[src/rtl/seg7_pkg.sv]
// Shared 7-segment constants and the active-low hex decode table.
// Segment bit order is a,b,c,d,e,f,g from bit6 down to bit0.
package seg7_pkg;

    localparam logic [6:0] SEG_BLANK = 7'h7F;

    // Entry n occupies bits [7*n +: 7]; F sits in the top slice, 0 in the bottom.
    localparam logic [16*7-1:0] SEG_TABLE = {
        7'h38, 7'h30, 7'h42, 7'h31, 7'h60, 7'h08, 7'h04, 7'h00,
        7'h0F, 7'h20, 7'h24, 7'h4C, 7'h06, 7'h12, 7'h4F, 7'h01
    };

    function automatic logic [6:0] hex_a_seg(input logic [3:0] hex);
        return SEG_TABLE[7*hex +: 7];
    endfunction

endpackage

[src/rtl/seg7_hex_deco.sv]
// Combinational hex-to-segment decoder for the digit currently being scanned.
module seg7_hex_deco
    import seg7_pkg::*;
(
    input  logic [3:0] hex,
    output logic [6:0] seg
);

    assign seg = hex_a_seg(hex);

endmodule

[src/rtl/display7seg_mux.sv]
// Time-multiplexed N-digit 7-segment driver with per-digit enable, decimal point,
// blink, leading-zero suppression and a blanking dead time at the start of each slot.
module display7seg_mux
    import seg7_pkg::*;
#(
    parameter int NUM_DIGITS   = 4,
    parameter int REFRESH_DIV  = 50000,
    parameter int BLANK_CYCLES = 8,
    parameter int BLINK_SLOTS  = 256
) (
    input  logic                    clk,
    input  logic                    rst_n,
    input  logic [4*NUM_DIGITS-1:0] valor,
    input  logic                    cargar,
    input  logic [NUM_DIGITS-1:0]   habilitar,
    input  logic [NUM_DIGITS-1:0]   punto,
    input  logic [NUM_DIGITS-1:0]   parpadeo,
    input  logic                    suprimir_ceros,
    output logic [6:0]              segmentos,
    output logic                    dp,
    output logic [NUM_DIGITS-1:0]   anodos,
    output logic                    frame_fin
);

    localparam int SLOT_W  = $clog2(REFRESH_DIV);
    localparam int IDX_W   = (NUM_DIGITS > 1) ? $clog2(NUM_DIGITS) : 1;
    localparam int FRAME_W = (BLINK_SLOTS > 1) ? $clog2(BLINK_SLOTS) : 1;

    logic [4*NUM_DIGITS-1:0] valor_q, valor_d;
    logic [NUM_DIGITS-1:0]   habilitar_q, habilitar_d;
    logic [NUM_DIGITS-1:0]   punto_q, punto_d;
    logic [NUM_DIGITS-1:0]   parpadeo_q, parpadeo_d;

    logic [SLOT_W-1:0]  slot_cnt_q, slot_cnt_d;
    logic [IDX_W-1:0]   digit_idx_q, digit_idx_d;
    logic [FRAME_W-1:0] frame_cnt_q, frame_cnt_d;
    logic               blink_phase_q, blink_phase_d;

    logic [6:0]            segmentos_q, segmentos_d;
    logic                  dp_q, dp_d;
    logic [NUM_DIGITS-1:0] anodos_q, anodos_d;
    logic                  frame_fin_q, frame_fin_d;

    logic                  slot_wrap, idx_wrap, frame_end, frame_wrap;
    logic                  in_blank, zero_run;
    logic [NUM_DIGITS-1:0] suprimido;
    logic [3:0]            cur_nibble;
    logic                  cur_visible, cur_punto;
    logic [6:0]            cur_seg;

    always_comb begin
        valor_d     = valor_q;
        habilitar_d = habilitar_q;
        punto_d     = punto_q;
        parpadeo_d  = parpadeo_q;
        if (cargar) begin
            valor_d     = valor;
            habilitar_d = habilitar;
            punto_d     = punto;
            parpadeo_d  = parpadeo;
        end
    end

    always_comb begin
        slot_wrap  = (slot_cnt_q == SLOT_W'(REFRESH_DIV - 1));
        idx_wrap   = (digit_idx_q == IDX_W'(NUM_DIGITS - 1));
        frame_end  = slot_wrap & idx_wrap;
        frame_wrap = (frame_cnt_q == FRAME_W'(BLINK_SLOTS - 1));

        slot_cnt_d    = slot_wrap ? '0 : slot_cnt_q + 1'b1;
        digit_idx_d   = digit_idx_q;
        frame_cnt_d   = frame_cnt_q;
        blink_phase_d = blink_phase_q;
        if (slot_wrap) begin
            digit_idx_d = idx_wrap ? '0 : digit_idx_q + 1'b1;
        end
        if (frame_end) begin
            if (frame_wrap) begin
                frame_cnt_d   = '0;
                blink_phase_d = ~blink_phase_q;
            end else begin
                frame_cnt_d = frame_cnt_q + 1'b1;
            end
        end
    end

    // Disabled digits count as zero when scanning down for leading zeros.
    always_comb begin
        zero_run  = 1'b1;
        suprimido = '0;
        for (int k = NUM_DIGITS - 1; k >= 0; k--) begin
            zero_run     = zero_run & (~habilitar_q[k] | (valor_q[4*k +: 4] == 4'h0));
            suprimido[k] = suprimir_ceros & zero_run & (k != 0);
        end
    end

    always_comb begin
        cur_nibble  = 4'h0;
        cur_visible = 1'b0;
        cur_punto   = 1'b0;
        for (int k = 0; k < NUM_DIGITS; k++) begin
            if (digit_idx_q == IDX_W'(k)) begin
                cur_nibble  = valor_q[4*k +: 4];
                cur_visible = habilitar_q[k] & ~(parpadeo_q[k] & blink_phase_q) & ~suprimido[k];
                cur_punto   = punto_q[k];
            end
        end
    end

    seg7_hex_deco u_deco (
        .hex (cur_nibble),
        .seg (cur_seg)
    );

    always_comb begin
        in_blank    = (int'(slot_cnt_q) < BLANK_CYCLES);
        anodos_d    = '1;
        segmentos_d = SEG_BLANK;
        dp_d        = 1'b1;
        frame_fin_d = frame_end;
        if (!in_blank && cur_visible) begin
            for (int k = 0; k < NUM_DIGITS; k++) begin
                anodos_d[k] = (digit_idx_q != IDX_W'(k));
            end
            segmentos_d = cur_seg;
            dp_d        = ~cur_punto;
        end
    end

    always_ff @(posedge clk or negedge rst_n) begin
        if (!rst_n) begin
            valor_q       <= '0;
            habilitar_q   <= '0;
            punto_q       <= '0;
            parpadeo_q    <= '0;
            slot_cnt_q    <= '0;
            digit_idx_q   <= '0;
            frame_cnt_q   <= '0;
            blink_phase_q <= 1'b0;
            segmentos_q   <= SEG_BLANK;
            dp_q          <= 1'b1;
            anodos_q      <= '1;
            frame_fin_q   <= 1'b0;
        end else begin
            valor_q       <= valor_d;
            habilitar_q   <= habilitar_d;
            punto_q       <= punto_d;
            parpadeo_q    <= parpadeo_d;
            slot_cnt_q    <= slot_cnt_d;
            digit_idx_q   <= digit_idx_d;
            frame_cnt_q   <= frame_cnt_d;
            blink_phase_q <= blink_phase_d;
            segmentos_q   <= segmentos_d;
            dp_q          <= dp_d;
            anodos_q      <= anodos_d;
            frame_fin_q   <= frame_fin_d;
        end
    end

    assign segmentos = segmentos_q;
    assign dp        = dp_q;
    assign anodos    = anodos_q;
    assign frame_fin = frame_fin_q;

endmodule

[config.mk]
export PLATFORM = sky130hd
export DESIGN_NAME = display7seg_mux
export DESIGN_NICKNAME = d
export VERILOG_FILES = /design/src/rtl/seg7_pkg.sv /design/src/rtl/seg7_hex_deco.sv /design/src/rtl/display7seg_mux.sv
export SDC_FILE = /design/constraint.sdc
export NUM_CORES = 1
export LEC_CHECK = 0
export BUFFER_PORTS_ARGS = -buffer_cell sky130_fd_sc_hd__buf_2
export CAP_MARGIN = 15
export CORE_ASPECT_RATIO = 1.2
export CORE_MARGIN = 5
export CORE_UTILIZATION = 36
export CTS_BUF_LIST = sky130_fd_sc_hd__clkbuf_8
export DETAILED_ROUTE_END_ITERATION = 7
export PLACE_DENSITY_LB_ADDON = 0.15
export SLEW_MARGIN = 40
export SYNTH_ARGS = -nofsm -noshare
export SYNTH_HDL_FRONTEND = slang
export SYNTH_SLANG_ARGS = --single-unit
[constraint.sdc]
create_clock -name clk -period 2.7 [get_ports clk]
set_input_delay 0.54 -clock clk [delete_from_list [all_inputs] [get_ports clk]]
set_output_delay 0.54 -clock clk [all_outputs]
set_load 0.03 [all_outputs]
# ---- After elaboration in Yosys (flattened, before gate mapping)
# Index checks and enable logic that the tools add are counted.
dict set report op_classes {
  addsub 3
  mul 1
  order_cmp 1
  eq_ne 8
  shifts 1
  muxes 18
  n_bitwise 32
  n_reduce_logical 8
}
# op n
set ops {}
lappend ops {{112-bit by 8-bit variable part select with 7-bit output, first input constant} 1}
lappend ops {{4-bit two-way mux} 5}
lappend ops {{1-bit AND} 17}
lappend ops {{16-bit by 1-bit adder with 16-bit output, second input constant} 1}
lappend ops {{16-bit equality test, second input constant} 1}
lappend ops {{16-bit by 4-bit < comparator with 1-bit output, second input constant} 1}
lappend ops {{16-bit two-way mux} 1}
lappend ops {{4-bit zero test} 3}
lappend ops {{1-bit inverter} 12}
lappend ops {{1-bit two-way mux} 9}
lappend ops {{8-bit by 1-bit adder with 8-bit output, second input constant} 1}
lappend ops {{8-bit equality test, second input constant} 1}
lappend ops {{8-bit two-way mux} 1}
lappend ops {{3-bit by 4-bit multiplier with 7-bit output, first input constant} 1}
lappend ops {{7-bit two-way mux} 1}
lappend ops {{2-bit equality test, second input constant} 2}
lappend ops {{2-bit inequality test, second input constant} 2}
lappend ops {{1-bit bitwise OR} 3}
lappend ops {{2-bit by 1-bit adder with 2-bit output, second input constant} 1}
lappend ops {{2-bit by 1-bit equality test with 1-bit output, second input constant} 1}
lappend ops {{2-bit zero test} 1}
lappend ops {{2-bit two-way mux} 1}
lappend ops {{2-bit by 1-bit inequality test with 1-bit output, second input constant} 1}
lappend ops {{2-bit AND reduction} 1}
lappend ops {{3 further kinds} 3}
dict set report word_totals {
  register_bits 68
  input_bits 32
  elab_cells 84
}

# ---- Logic depth before layout (Yosys ltp)
dict set report logic_depth {
  word_depth 12
  depth_mapped 11
  mapped_depth_nobuf 10
}

# ---- Cells and area by module
# From an unflattened synthesis, not the netlist that was laid out.
dict set report hier_totals {
  cells_unflattened 307
  hier_area_um2 3413.3
}
# module n_inst cells_each area_each_um2 seq_area_each_um2
set by_module_without_submodules {}
lappend by_module_without_submodules {display7seg_mux 1 274 3139.3 1716.6}
lappend by_module_without_submodules {seg7_hex_deco 1 33 274.0 0.0}

# ---- Worst setup path before layout
# No wires, ideal clock.
dict set report synth_path {
  path_type {reg2reg}
  start {register digit_idx_q[0]}
  end {register segmentos_q[0], in the netlist segmentos[0]}
  setup_time_ns 0.084
  arrival_time_ns 2.308
  required_time_ns 2.616
  path_slack_ns 0.308
  stages_incl_launch_ff 11
  n_path_buf 1
  period_less_slack_ns 2.392
  path_cell_list {dfrtp_1 -> inv_1 -> ha_1 -> clkbuf_1 -> a211oi_1 -> a221oi_1 -> inv_1 -> ha_1 -> mux2i_1 -> o22ai_1 -> or2_2}
}
dict set report synth_via {
  elab_chain_cells 8
  elab_cells_between_ends 16
  classes_between {mul: 1; eq/ne: 3; shift: 1; mux: 9; reduce/logical: 2}
}
# item line
set synth_lines {}
lappend synth_lines {{from (decl)} display7seg_mux.sv:35} ;# logic [IDX_W-1:0] digit_idx_q, digit_idx_d;
lappend synth_lines {{from (signal assigned)} display7seg_mux.sv:150} ;# digit_idx_q <= digit_idx_d;
lappend synth_lines {{2-bit zero test} display7seg_mux.sv:102} ;# if (digit_idx_q == IDX_W'(k)) begin
lappend synth_lines {{4-bit two-way mux (4 in series)} display7seg_mux.sv:102}
lappend synth_lines {{3-bit by 4-bit multiplier with 7-bit output} seg7_pkg.sv:14} ;# return SEG_TABLE[7*hex +: 7];
lappend synth_lines {{112-bit by 8-bit variable part select with 7-bit output} seg7_pkg.sv:14}
lappend synth_lines {{7-bit two-way mux *} display7seg_mux.sv:121} ;# if (!in_blank && cur_visible) begin
lappend synth_lines {{named net segmentos_d[0]} display7seg_mux.sv:39} ;# logic [6:0] segmentos_q, segmentos_d;
lappend synth_lines {{to (signal assigned)} display7seg_mux.sv:153} ;# segmentos_q <= segmentos_d;
lappend synth_lines {{to (decl)} display7seg_mux.sv:39}
# The timed path passes the listed nets; every way through them passes the cells marked *.
# A chain may end at the register's enable or synchronous reset.

# ---- Worst setup path after layout
dict set report layout_path {
  start {register digit_idx_q[0]}
  end {register segmentos_q[6], in the netlist segmentos[6]}
}
# Same word-level chain as after synthesis.

==> out/summary.txt <==
outcome -> complete, no violations
Cell Chain, Critical Path -> inv_1 -> ha_1 -> nor2_1 -> a221o_1 -> inv_1 -> ha_1 -> or3_1 -> o221ai_1 -> nand2b_1
Layout Cells excl Fill -> 476
Final Hold Fails -> 0
total CTS buffers -> 9
area growth from synthesis to layout -> 18.1%
worst r2r src -> digit_idx_q[0]$_DFFE_PN0N_
Placer Congestion -> 0.844
post-route minimum period -> 2400 ps
Levels on crit path -> 9
worst hold-check path type -> in -> async
Syn. warnings -> 0
final net count -> 395
fill cell count -> 880
initial antenna violation count -> 0
DR WL/cell -> 15.0 µm
Worst Setup Path Type -> reg -> reg
dpl hpwl -> 5280 µm
DRT iter0 DRCs -> 83
I/O pin count -> 45
# rows -> 38
Std-Cell Core Area -> 0.00903 mm²
Syn Std Cell Area -> 0.00333 mm²
cts-stage hold buffer count -> 0
Remaining Overflow, GRT -> 0
CTS Buffer Depth -> 2
sequential fraction of the synthesis area -> 51.5%
Crit. End Element -> flip-flop
# resized after CTS -> 0
register area -> 0.00172 mm²
Die Wd -> 97.8 µm
share of cells above drive strength 1 -> 33.1%
area occupied by multi-input gates -> 0.00151 mm²
Post-DRT Antenna Nets -> 0
FF-to-FF End -> segmentos[6]$_DFF_PN1_
Bufs and invs on worst path -> 2
die area -> 0.0113 mm²
Synth Register Bits -> 68
H-tree depth -> 3
Via density -> 4.99
Critical Path Start -> digit_idx_q[0]$_DFFE_PN0N_
final core utilization -> 43.6%
Clock Latency Late Sink -> 350 ps
Die Y -> 115 µm
number of distinct library cells after synthesis -> 53
Main synth FF type -> dfrtp_1
CP max stage delay -> 380 ps
cell family with the largest share of critical-path delay -> simple AND/OR/NAND/NOR gates
DRC -> 0
CTS tree -> built
Vias -> 2375
TritonRoute pass-1 iters -> 4
Tcrit/Tclk final -> 89.0%
Final Setup Violations -> 0
Leak -> 0.00176 µW
Post-Syn Area per Cell -> 11.1 µm²
Mapped Cells -> 299
Post-synth EDFFs -> 0
clk root buf -> clkbuf_8
Worst R2R Path Depth -> 9
crit path max fanout -> 12
async set or reset register ratio after synthesis -> 100%
critical path data arrival time -> 2690 ps
Placed Cells -> 460
Pins Over Slew Limit -> 0
Initial Util -> 36.9%
Slowest-stage cell, CP -> dfrtp_1
VDD IR max -> 0.000259 V
area leader, netlist -> dfrtp_1
CTS Sinks -> 68
top cells by area, synth -> dfrtp_1 42%, dfstp_2 9.5%, mux2_2 8.8%
relative slew slack -> 55.0%
Synth Net Count -> 343
Worst-path clk slew -> 80 ps
Critical Path Sink -> segmentos[6]$_DFF_PN1_
total negative slack -> 0 ps
IO buf count -> 44
startpoint type of the worst setup path -> flip-flop
power per cell area -> 601 mW/mm²
Worst Max-Slew Pin Slew -> 675 ps
Max Clock Skew -> 10.9 ps
register-to-register setup slack -> 300 ps
# diodes -> 0
largest net degree at the start of global routing -> 32
total track usage -> 13.6%
total of max-cap violations -> 0
global-route wire length before repair -> 12000 µm
vias in the first global route -> 2421
# Post-CTS Setup Buffers -> 0
RSZ-0062 raised after global routing -> no
DRT Wirelength -> 7120 µm
fmax -> 416 MHz
Worst Path Required -> 2990 ps
share of the synthesized area in the top cell type -> 42.0%
==> worst min path at each step <==
stage / to / slack [ps]
global route: valor_q[7]$_DFFE_PN0P_ / 30
floorplan: blink_phase_q$_DFFE_PN0P_ / 240
finish: valor_q[2]$_DFFE_PN0P_ / 40
CTS: valor_q[2]$_DFFE_PN0P_ / 20
global placement: valor_q[2]$_DFFE_PN0P_ / 430
detailed placement: valor_q[2]$_DFFE_PN0P_ / 420
==> where the power goes <==
part | leakage (µW) | total, µW | internal (µW) | switching [µW]
sequential | 0.000832 | 1130 | 1090 | 37.7
combinational | 0.000813 | 282 | 124 | 158
clock | 0.000113 | 950 | 545 | 405
==> cell usage in the layout, fill, tap and decap left out, types with 3 or more instances in the layout <==
master / synthesis / final
dfrtp_1: 56 / 56
buf_2: 2 / 44
nand2_1: 29 / 29
mux2_2: 26 / 26
nor2_1: 20 / 20
inv_1: 13 / 13
nand3_1: 13 / 13
ha_1: 12 / 12
dfstp_2: 12 / 12
o21ai_0: 10 / 10
clkbuf_8: 2 / 10
nor3_1: 9 / 9
xor2_1: 9 / 9
xnor2_1: 9 / 9
nor2b_1: 7 / 6
buf_4: 0 / 6
or2_2: 5 / 5
nor3b_1: 4 / 4
mux2i_1: 4 / 4
a21oi_1: 3 / 3
nand3b_1: 3 / 3
a311o_1: 3 / 3
nand4_1: 3 / 3
==> logic make-up after synthesis <==
kind of cell,count (synthesis),share of synthesized area [%]
compound gates,40,8.78
xor+xnor,18,4.73
fa+ha+maj,12,4.50
buf+inv,23,3.27
flops,68,51.5
mux,30,9.99
simple gates,108,17.2
==> per-layer routing <==
layer  GRT usage, %  vias up  share of wire (%)
li1               -     1159                  -
met1           16.0     1152                 44
met2           23.0       47                 49
met3           3.22       17                3.6
met4           7.39        0                3.1
met5              0        -                  0
==> worst register-to-register path, stage by stage, from the launching register on <==
cell	delay [ps]
dfrtp_1	380
inv_1	90
ha_1	350
nor2_1	320
a221o_1	310
inv_1	130
ha_1	240
or3_1	370
o221ai_1	80
nand2b_1	80
==> state kept, by name (all words and copies together) (netlist names) <==
name / count
parpadeo_q: 4
frame_fin: 1
segmentos: 7
digit_idx_q: 2
blink_phase_q: 1
dp: 1
frame_cnt_q: 8
anodos: 4
punto_q: 4
habilitar_q: 4
valor_q: 16
slot_cnt_q: 16
==> through the flow <==
step                worst slack, ps  power (µW)  hold WS (ps)  instance area, µm²
detailed placement              227        1440           418                3710
global placement                326        1440           426                3710
finish                          297        2360          36.4                3940
CTS                             222        2400          23.0                3930
floorplan                       308        1320           244                3330
global route                   56.1        2480          31.9                3940
==> cell usage after synthesis (all sizes together), types with 2 or more instances <==
cell,n
a211oi,2
a21o,2
a21oi,3
a221o,2
a221oi,2
a311o,3
a311oi,2
a32oi,2
and2,2
and3,2
buf,5
clkbuf,5
dfrtp,56
dfstp,12
ha,12
inv,13
mux2,26
mux2i,4
nand2,29
nand3,14
nand3b,3
nand4,3
nor2,20
nor2b,7
nor3,9
nor3b,4
nor4,3
o211ai,2
o21ai,10
o22ai,2
or2,5
or3,2
or4,3
xnor2,9
xor2,9
==> area by class of cell <==
type | count | share of cell area, %
Clock inverter | 6 | 2.19
Clock buffer | 10 | 3.50
Timing Repair Buffer | 51 | 7.25
Tap cell | 120 | 3.82
Multi-Input combinational cell | 208 | 38.4
Inverter | 13 | 1.24
Sequential cell | 68 | 43.6
No activity file was read; power rests on OpenSTA's default activity.
